===== config.mk =====
export PLATFORM = sky130hd
export DESIGN_NAME = keypad_scanner_flat
export DESIGN_NICKNAME = d
export VERILOG_FILES = /design/src/rtl/keypad_scanner_if.sv /design/src/rtl/keypad_scanner.sv /design/src/flat_wrapper.sv
export SDC_FILE = /design/constraint.sdc
export NUM_CORES = 1
export LEC_CHECK = 0
export ABC_AREA = 1
export CORE_AREA = 2 2 78 80
export DETAILED_ROUTE_END_ITERATION = 8
export DIE_AREA = 0 0 80 82
export SLEW_MARGIN = 20
export SYNTH_ARGS = -nofsm -noshare
export SYNTH_HDL_FRONTEND = slang
export SYNTH_SLANG_ARGS = --single-unit

===== constraint.sdc =====
create_clock -name clock -period 4.5 [get_ports clock]
set_input_delay 0.675 -clock clock [delete_from_list [all_inputs] [get_ports clock]]
set_output_delay 0.675 -clock clock [all_outputs]
set_load 0.03 [all_outputs]

===== src/rtl/keypad_scanner_if.sv =====
// Keypad scanner bus: matrix row/column lines plus the decoded key outputs.
// The scanner uses the slave modport; the keypad/consumer side uses master.
interface keypad_scanner_if;
    logic [3:0] col;
    logic [3:0] row;
    logic [3:0] key;
    logic       shift;
    logic       key_valid;
    logic       key_held;

    modport master (output col, input row, key, shift, key_valid, key_held);
    modport slave  (input col, output row, key, shift, key_valid, key_held);
endinterface


===== src/rtl/keypad_scanner.sv =====
// 4x4 active-low keypad scanner: column sync, tick-based debounce, key decode.
// Optional auto-repeat of held digit keys is enabled by defining TYPEMATIC_EN.
module keypad_scanner #(
    parameter int unsigned SCAN_DIV     = 1000,
    parameter int unsigned DEBOUNCE_CNT = 4,
    parameter int unsigned REPEAT_DLY   = 50,
    parameter int unsigned REPEAT_RATE  = 10
) (
    input  logic            clock,
    input  logic            reset,
    keypad_scanner_if.slave kp
);
    localparam int unsigned TICK_W = (SCAN_DIV > 1) ? $clog2(SCAN_DIV) : 1;
    localparam int unsigned DEB_W  = $clog2(DEBOUNCE_CNT + 1);
    localparam logic [TICK_W-1:0] TICK_LAST  = TICK_W'(SCAN_DIV - 1);
    localparam logic [DEB_W-1:0]  DEB_TARGET = DEB_W'(DEBOUNCE_CNT);
    localparam logic [DEB_W-1:0]  DEB_ONE    = DEB_W'(1);

    if (SCAN_DIV < 4 || DEBOUNCE_CNT < 1 || REPEAT_DLY < 1 || REPEAT_RATE < 1) begin : g_bad_params
        $error("keypad_scanner: parameter out of range");
    end

    typedef enum logic [1:0] {
        S_SCAN     = 2'd0,
        S_DEBOUNCE = 2'd1,
        S_HELD     = 2'd2
    } state_t;

    state_t             state, state_n;
    logic [3:0]         sync1, csync;
    logic [TICK_W-1:0]  tick_cnt;
    logic [1:0]         row_idx, row_idx_n;
    logic [1:0]         col_idx, col_idx_n;
    logic [DEB_W-1:0]   deb_cnt, deb_cnt_n;
    logic               lockout, lockout_n;
    logic [1:0]         clr_cnt, clr_cnt_n;
    logic [3:0]         row_q, row_n;
    logic [3:0]         key_q, key_n;
    logic               shift_q, shift_n;
    logic               key_valid_q, key_valid_n;
    logic               key_held_q, key_held_n;

    logic               tick_c;
    logic [2:0]         low_cnt_c;
    logic [1:0]         low_idx_c;
    logic               one_low_c, all_high_c, same_col_c;
    logic [3:0]         code_c;
    logic               accept_c;
    logic               rep_fire_c;

    // Keypad layout: rows 1 2 3 A / 4 5 6 B / 7 8 9 C / * 0 # D
    function automatic logic [3:0] key_code(input logic [3:0] idx);
        case (idx)
            4'd0:  key_code = 4'd1;
            4'd1:  key_code = 4'd2;
            4'd2:  key_code = 4'd3;
            4'd3:  key_code = 4'd10;
            4'd4:  key_code = 4'd4;
            4'd5:  key_code = 4'd5;
            4'd6:  key_code = 4'd6;
            4'd7:  key_code = 4'd11;
            4'd8:  key_code = 4'd7;
            4'd9:  key_code = 4'd8;
            4'd10: key_code = 4'd9;
            4'd11: key_code = 4'd12;
            4'd12: key_code = 4'd14;
            4'd13: key_code = 4'd0;
            4'd14: key_code = 4'd15;
            4'd15: key_code = 4'd13;
        endcase
    endfunction

    assign tick_c = (tick_cnt == TICK_LAST);

    // Column summary of the synchronised sense lines
    always_comb begin
        low_cnt_c = 3'd0;
        low_idx_c = 2'd0;
        for (int i = 0; i < 4; i++) begin
            if (!csync[i]) begin
                low_cnt_c = low_cnt_c + 3'd1;
                low_idx_c = 2'(i);
            end
        end
    end

    assign one_low_c  = (low_cnt_c == 3'd1);
    assign all_high_c = (csync == 4'hF);
    assign same_col_c = one_low_c && (low_idx_c == col_idx);
    assign code_c     = key_code({row_idx, low_idx_c});

`ifdef TYPEMATIC_EN
    localparam int unsigned REP_MAX = (REPEAT_DLY > REPEAT_RATE) ? REPEAT_DLY : REPEAT_RATE;
    localparam int unsigned REP_W   = $clog2(REP_MAX + 1);

    logic [REP_W-1:0] rep_cnt, rep_cnt_n;
    logic             rep_run, rep_run_n;

    // Repeat timer runs only in HELD while the captured digit stays down
    always_comb begin
        rep_cnt_n  = rep_cnt;
        rep_run_n  = rep_run;
        rep_fire_c = 1'b0;
        if (state != S_HELD) begin
            rep_cnt_n = '0;
            rep_run_n = 1'b0;
        end else if (tick_c) begin
            if (!csync[col_idx] && key_q <= 4'd9) begin
                if (rep_cnt + REP_W'(1) == (rep_run ? REP_W'(REPEAT_RATE) : REP_W'(REPEAT_DLY))) begin
                    rep_fire_c = 1'b1;
                    rep_cnt_n  = '0;
                    rep_run_n  = 1'b1;
                end else begin
                    rep_cnt_n = rep_cnt + REP_W'(1);
                end
            end else begin
                rep_cnt_n = '0;
                rep_run_n = 1'b0;
            end
        end
    end

    always_ff @(posedge clock or negedge reset) begin
        if (!reset) begin
            rep_cnt <= '0;
            rep_run <= 1'b0;
        end else begin
            rep_cnt <= rep_cnt_n;
            rep_run <= rep_run_n;
        end
    end
`else
    assign rep_fire_c = 1'b0;
`endif

    // Next-state and output decode; everything advances only on a scan tick
    always_comb begin
        state_n     = state;
        row_idx_n   = row_idx;
        col_idx_n   = col_idx;
        deb_cnt_n   = deb_cnt;
        lockout_n   = lockout;
        clr_cnt_n   = clr_cnt;
        key_n       = key_q;
        shift_n     = 1'b0;
        key_valid_n = 1'b0;
        key_held_n  = key_held_q;
        accept_c    = 1'b0;

        if (tick_c) begin
            unique case (state)
                S_SCAN: begin
                    if (one_low_c && !lockout) begin
                        col_idx_n = low_idx_c;
                        deb_cnt_n = DEB_ONE;
                        if (DEB_ONE == DEB_TARGET) accept_c = 1'b1;
                        else                       state_n  = S_DEBOUNCE;
                    end else begin
                        row_idx_n = row_idx + 2'd1;
                        // After a release, keys pressed meanwhile stay locked out
                        // until one full sweep sees every row clear.
                        if (lockout) begin
                            if (!all_high_c) begin
                                clr_cnt_n = 2'd0;
                            end else if (clr_cnt == 2'd3) begin
                                lockout_n = 1'b0;
                                clr_cnt_n = 2'd0;
                            end else begin
                                clr_cnt_n = clr_cnt + 2'd1;
                            end
                        end
                    end
                end
                S_DEBOUNCE: begin
                    if (same_col_c) begin
                        deb_cnt_n = deb_cnt + DEB_ONE;
                        if (deb_cnt + DEB_ONE == DEB_TARGET) accept_c = 1'b1;
                    end else begin
                        deb_cnt_n = '0;
                        state_n   = S_SCAN;
                    end
                end
                S_HELD: begin
                    if (all_high_c) begin
                        if (deb_cnt + DEB_ONE == DEB_TARGET) begin
                            deb_cnt_n  = '0;
                            key_held_n = 1'b0;
                            row_idx_n  = row_idx + 2'd1;
                            lockout_n  = 1'b1;
                            clr_cnt_n  = 2'd0;
                            state_n    = S_SCAN;
                        end else begin
                            deb_cnt_n = deb_cnt + DEB_ONE;
                        end
                    end else begin
                        deb_cnt_n = '0;
                    end
                    if (rep_fire_c) begin
                        key_valid_n = 1'b1;
                        shift_n     = 1'b1;
                    end
                end
                default: state_n = S_SCAN;
            endcase
        end

        if (accept_c) begin
            key_n       = code_c;
            key_valid_n = 1'b1;
            shift_n     = (code_c <= 4'd9);
            key_held_n  = 1'b1;
            deb_cnt_n   = '0;
            state_n     = S_HELD;
        end

        row_n = ~(4'b0001 << row_idx_n);
    end

    always_ff @(posedge clock or negedge reset) begin
        if (!reset) begin
            state       <= S_SCAN;
            sync1       <= 4'hF;
            csync       <= 4'hF;
            tick_cnt    <= '0;
            row_idx     <= 2'd0;
            col_idx     <= 2'd0;
            deb_cnt     <= '0;
            lockout     <= 1'b0;
            clr_cnt     <= 2'd0;
            row_q       <= 4'b1110;
            key_q       <= 4'd0;
            shift_q     <= 1'b0;
            key_valid_q <= 1'b0;
            key_held_q  <= 1'b0;
        end else begin
            state       <= state_n;
            sync1       <= kp.col;
            csync       <= sync1;
            tick_cnt    <= tick_c ? '0 : tick_cnt + TICK_W'(1);
            row_idx     <= row_idx_n;
            col_idx     <= col_idx_n;
            deb_cnt     <= deb_cnt_n;
            lockout     <= lockout_n;
            clr_cnt     <= clr_cnt_n;
            row_q       <= row_n;
            key_q       <= key_n;
            shift_q     <= shift_n;
            key_valid_q <= key_valid_n;
            key_held_q  <= key_held_n;
        end
    end

    assign kp.row       = row_q;
    assign kp.key       = key_q;
    assign kp.shift     = shift_q;
    assign kp.key_valid = key_valid_q;
    assign kp.key_held  = key_held_q;
endmodule

===== src/flat_wrapper.sv =====
// flat-port wrapper written by rule: the top's interface ports become plain ports
module keypad_scanner_flat 
#(
    parameter int unsigned SCAN_DIV     = 1000,
    parameter int unsigned DEBOUNCE_CNT = 4,
    parameter int unsigned REPEAT_DLY   = 50,
    parameter int unsigned REPEAT_RATE  = 10
)
  (clock, reset, kp_col, kp_row, kp_key, kp_shift, kp_key_valid, kp_key_held);
  keypad_scanner_if kp_i ();
  input  logic clock;
  input  logic reset;
  input wire logic [$bits(kp_i.col)-1:0] kp_col;
  output wire logic [$bits(kp_i.row)-1:0] kp_row;
  output wire logic [$bits(kp_i.key)-1:0] kp_key;
  output wire logic [$bits(kp_i.shift)-1:0] kp_shift;
  output wire logic [$bits(kp_i.key_valid)-1:0] kp_key_valid;
  output wire logic [$bits(kp_i.key_held)-1:0] kp_key_held;
  assign kp_i.col = kp_col;
  assign kp_row = kp_i.row;
  assign kp_key = kp_i.key;
  assign kp_shift = kp_i.shift;
  assign kp_key_valid = kp_i.key_valid;
  assign kp_key_held = kp_i.key_held;
  keypad_scanner #(.SCAN_DIV(SCAN_DIV), .DEBOUNCE_CNT(DEBOUNCE_CNT), .REPEAT_DLY(REPEAT_DLY), .REPEAT_RATE(REPEAT_RATE)) u_core (.clock(clock), .reset(reset), .kp(kp_i));
endmodule

==> results.yml <==
sta:
  fin_worst_skew_ns: 0.00653
  worst-slew-pin-transition_ns: 0.884
  fmax_mhz: 392
  max_slew_margin_pct: 41.1
  final.setup.tns_ns: 0
  final_max_slew_viol_count: 0
  layout_min_cycle_time_ns: 2.55
  min_period_over_period_pct: 56.7
  grt_setup_unrepaired: "no"
  hold_violations: 0
  hold_ws_ns: 0.359
  timing.final.setup_violations: 0
floorplanning:
  effective_utilization_at_floorplan_pct: 39.1
  die_y_um: 82
  boundaryPins: 17
  core_region_area_sq_um: 5750
  die-width_um: 80
  die-area_sq_um: 6560
  floorplan.rows: 28
detailed_routing:
  final_antenna_net_count: 0
  avgRoutedWirePerCell_um: 11.0
  routed_wirelength_um: 4090
  vias_per_cell: 4.65
  route.detailed.drc: 0
  detail_route.first_pass.iterations: 5
  number_of_vias_after_detailed_routing: 1733
  drt_iter0_drc: 131
run_status:
  run_status: "finished, final reports clean"
synth:
  synthesis.yosys.warnings: 0
  synth.avg_cell_area_sq_um: 8.19
  synth_compound_area_share_pct: 8.58
  register_bit_total_from_synthesis: 41
  summed_instance_area_of_the_synthesized_netlist_sq_um: 2240
  synthMuxAreaShare_pct: 0
  post_synth_xor_area_fraction_pct: 1.95
  ys_types: 34
  synthAdderAreaFrac_pct: 8.36
  mappedNetlistNets: 295
  largest_family_of_logic_cells_by_synthesized_area: "simple AND/OR/NAND/NOR gates"
  synth.yosys.seq_area_share_pct: 46.3
  synth-simple-area-share_pct: 27.2
  netlist_instances: 274
clocking:
  clk-insertion-delay-late_ns: 0.30
  cts.htree.levels: 2
  cts_inserted_buffers: 5
  clock_tree_from_tritoncts: "done"
  post-cts-setup-buffer-count: 0
  cts-root-buf: "sky130_fd_sc_hd__clkbuf_8"
  quantity_of_hold_fixing_buffers_added_after_cts: 0
  clk_transition_reported_paths_ns: 0.08
  post_cts_resize_count: 0
  clockBufferDepth: 2
  clock-sinks: 41
final_layout:
  nets: 318
  layout.filler_cells: 578
  diodes: 0
  layout-drive-gt1-share_pct: 12.4
  layout_overhead_on_the_synthesized_area_pct: 16.2
worst_setup_path:
  reg2reg_to: "u_core.kp.key[3]"
  crit_path_end_kind: "register"
  crit_buf_inv: 4
  critical_path.reg2reg.startpoint: "u_core.csync[1]"
  cells_along_the_critical_path: "inv_1, ha_1, inv_1, nand2_1, nand2_1, ha_1, nor2_1, nand3_2, a21oi_4, nand4_2, clkinv_2, nand2_1, o21ai_0, inv_1"
  worst_ep_arrival_time_ns: 2.74
  r2r_setup_slack_ns: 1.95
  critical-path-slowest-cell: "sky130_fd_sc_hd__dfstp_2"
  max_stage_delay_ns: 0.54
  worstPathMaxFanout: 7
  cp_top_family: "simple AND/OR/NAND/NOR gates"
  worstPathRequired_ns: 4.69
  worst_r2r_path_depth: 14
  worstSetupStartpointType: "register"
  critPathKind: "reg2reg"
grt:
  globalRoute.totalOverflow: 0
  wire_length_of_the_first_global_routing_pass_um: 7190
  grt_antenna_before_repair: 0
  pin_count_of_the_biggest_net_entering_global_routing: 42
  overall_routing_resource_usage_pct: 14.3
  grt_pass1_vias: 1576
min_path:
  hold_end: "u_core.csync[2]"
  worstHoldPathType: "reg2reg"
  hold_path_startpoint: "u_core.sync1[2]"
  worstHoldPathCells: 0
power_and_ir_drop:
  max-vdd-ir-drop_v: 0.000122
  p_leak_nw: 1.31
  pwr_density_cell_nw_per_um2: 277
flow_run:
  maxCapViolations: 0
placed_design:
  detailed_place_hpwl_um: 3080
  gp_routability_congestion: 0.916
  numPortBuffers: 16
[state kept, by name, summed over array words and instances (netlist names)]
| register | cells |
|---|---|
| u_core.deb_cnt | 3 |
| u_core.csync | 4 |
| u_core.sync1 | 4 |
| u_core.state | 2 |
| u_core.tick_cnt | 10 |
| u_core.clr_cnt | 2 |
| u_core.kp.shift | 1 |
| u_core.kp.key_valid | 1 |
| u_core.col_idx | 2 |
| u_core.lockout | 1 |
| u_core.kp.key_held | 1 |
| u_core.kp.row | 4 |
| u_core.row_idx | 2 |
| u_core.kp.key | 4 |
[cell type report]
class	instances	area, sq um	area share [%]
Clock buffer	5	68.8	2.64
Clock inverter	3	46.3	1.77
Sequential cell	41	1040	39.9
Tap cell	75	93.8	3.60
Inverter	45	170	6.52
Timing Repair Buffer	16	155	5.95
Multi-Input combinational cell	188	1030	39.7
[synthesized netlist by cell type]
cell                        instances  share of area, %
sky130_fd_sc_hd__a21boi_0           1              0.33
sky130_fd_sc_hd__a21oi_1            7               1.6
sky130_fd_sc_hd__a21oi_2            1              0.39
sky130_fd_sc_hd__a21oi_4            1              0.72
sky130_fd_sc_hd__a22oi_1            1              0.33
sky130_fd_sc_hd__a2bb2oi_1          1              0.39
sky130_fd_sc_hd__a31oi_1            1              0.28
sky130_fd_sc_hd__and2_1             1              0.28
sky130_fd_sc_hd__clkinv_2           1              0.22
sky130_fd_sc_hd__dfrtp_1           30                33
sky130_fd_sc_hd__dfstp_2           11                13
sky130_fd_sc_hd__ha_1              15               8.4
sky130_fd_sc_hd__inv_1             43               7.2
sky130_fd_sc_hd__inv_2              1              0.17
sky130_fd_sc_hd__nand2_1           79                13
sky130_fd_sc_hd__nand2_2            3              0.84
sky130_fd_sc_hd__nand3_1           10               2.2
sky130_fd_sc_hd__nand3_2            2              0.89
sky130_fd_sc_hd__nand3b_1           1              0.33
sky130_fd_sc_hd__nand4_1            5               1.4
sky130_fd_sc_hd__nand4_2            2               1.1
sky130_fd_sc_hd__nor2_1            22               3.7
sky130_fd_sc_hd__nor2_2             2              0.56
sky130_fd_sc_hd__nor3_1             7               1.6
sky130_fd_sc_hd__nor3_2             1              0.45
sky130_fd_sc_hd__o21a_1             3               1.0
sky130_fd_sc_hd__o21ai_0           11               2.5
sky130_fd_sc_hd__o21ai_1            2              0.45
sky130_fd_sc_hd__o21ai_2            1              0.39
sky130_fd_sc_hd__o22ai_1            1              0.28
sky130_fd_sc_hd__or2_2              1              0.28
sky130_fd_sc_hd__or2_4              1              0.39
sky130_fd_sc_hd__xnor2_1            1              0.39
sky130_fd_sc_hd__xor2_1             4               1.6
[cells by family (layout without fill, tap and decap cells)]
| group | after synthesis | after routing |
|---|---|---|
| simple gates | 137 | 137 |
| buf+inv | 45 | 69 |
| flops | 41 | 41 |
| compound gates | 31 | 31 |
| fa+ha+maj | 15 | 15 |
| xor+xnor | 5 | 5 |
[per-stage QoR]
step | area, sq um | utilization (%) | worst slack (ns) | instances | total power [W]
after floorplan | 2240 | - | 2.14 | 274 | 0.000414
after global placement | 2490 | 43.4 | 2.03 | 365 | 0.000431
after detailed placement | 2490 | 43.4 | 1.97 | 365 | 0.000432
after CTS | 2610 | 45.4 | 1.93 | 373 | 0.000738
after global routing | 2610 | 45.4 | 1.71 | 373 | 0.000761
final | 2610 | 45.4 | 1.95 | 373 | 0.000722
[power by group]
| part | internal [W] | switching [W] |
|---|---|---|
| Sequential | 0.000375 | 0.00000230 |
| Clock | 0.000166 | 0.000132 |
| Combinational | 0.0000153 | 0.0000317 |
[worst max path at each step]
stage | end | cells past startpoint | slack, ns | start
finish | u_core.kp.key[3] | 14 | 1.95 | u_core.csync[1]
global route | u_core.kp.key[2] | 14 | 1.71 | u_core.csync[1]
CTS | u_core.kp.key[3] | 14 | 1.93 | u_core.csync[1]
detailed placement | u_core.kp.key[3] | 14 | 1.97 | u_core.csync[1]
global placement | u_core.col_idx[0] | 13 | 2.03 | u_core.csync[1]
floorplan | u_core.col_idx[0] | 13 | 2.14 | u_core.csync[1]
[cells in the final DEF (no fill, tap or decap), types with 2 or more instances in the layout]
cell type and instances:
sky130_fd_sc_hd__nand3_1 10, sky130_fd_sc_hd__dfstp_2 11, sky130_fd_sc_hd__a21oi_1 7, sky130_fd_sc_hd__inv_1 43
sky130_fd_sc_hd__ha_1 15, sky130_fd_sc_hd__o21a_1 3, sky130_fd_sc_hd__nand4_2 2, sky130_fd_sc_hd__o21ai_0 11
sky130_fd_sc_hd__o21ai_1 2, sky130_fd_sc_hd__nor3_1 7, sky130_fd_sc_hd__nand3_2 2, sky130_fd_sc_hd__nand2_1 79
sky130_fd_sc_hd__clkbuf_8 5, sky130_fd_sc_hd__clkdlybuf4s50_1 15, sky130_fd_sc_hd__xor2_1 4, sky130_fd_sc_hd__nor2_1 22
sky130_fd_sc_hd__dfrtp_1 30, sky130_fd_sc_hd__nor2_2 2, sky130_fd_sc_hd__nand2_2 3, sky130_fd_sc_hd__nand4_1 5
[routing by layer]
| layer | GRT usage, % | share of wire (%) | wire length [um] |
|---|---|---|---|
| met1 | 17.9 | 48 | 1960 |
| met2 | 23.8 | 46 | 1900 |
| met3 | 3.63 | 3.6 | 148 |
| met4 | 5.76 | 1.9 | 77 |
| met5 | 0 | 0 | 0 |
(Power assumes the default switching activity.)
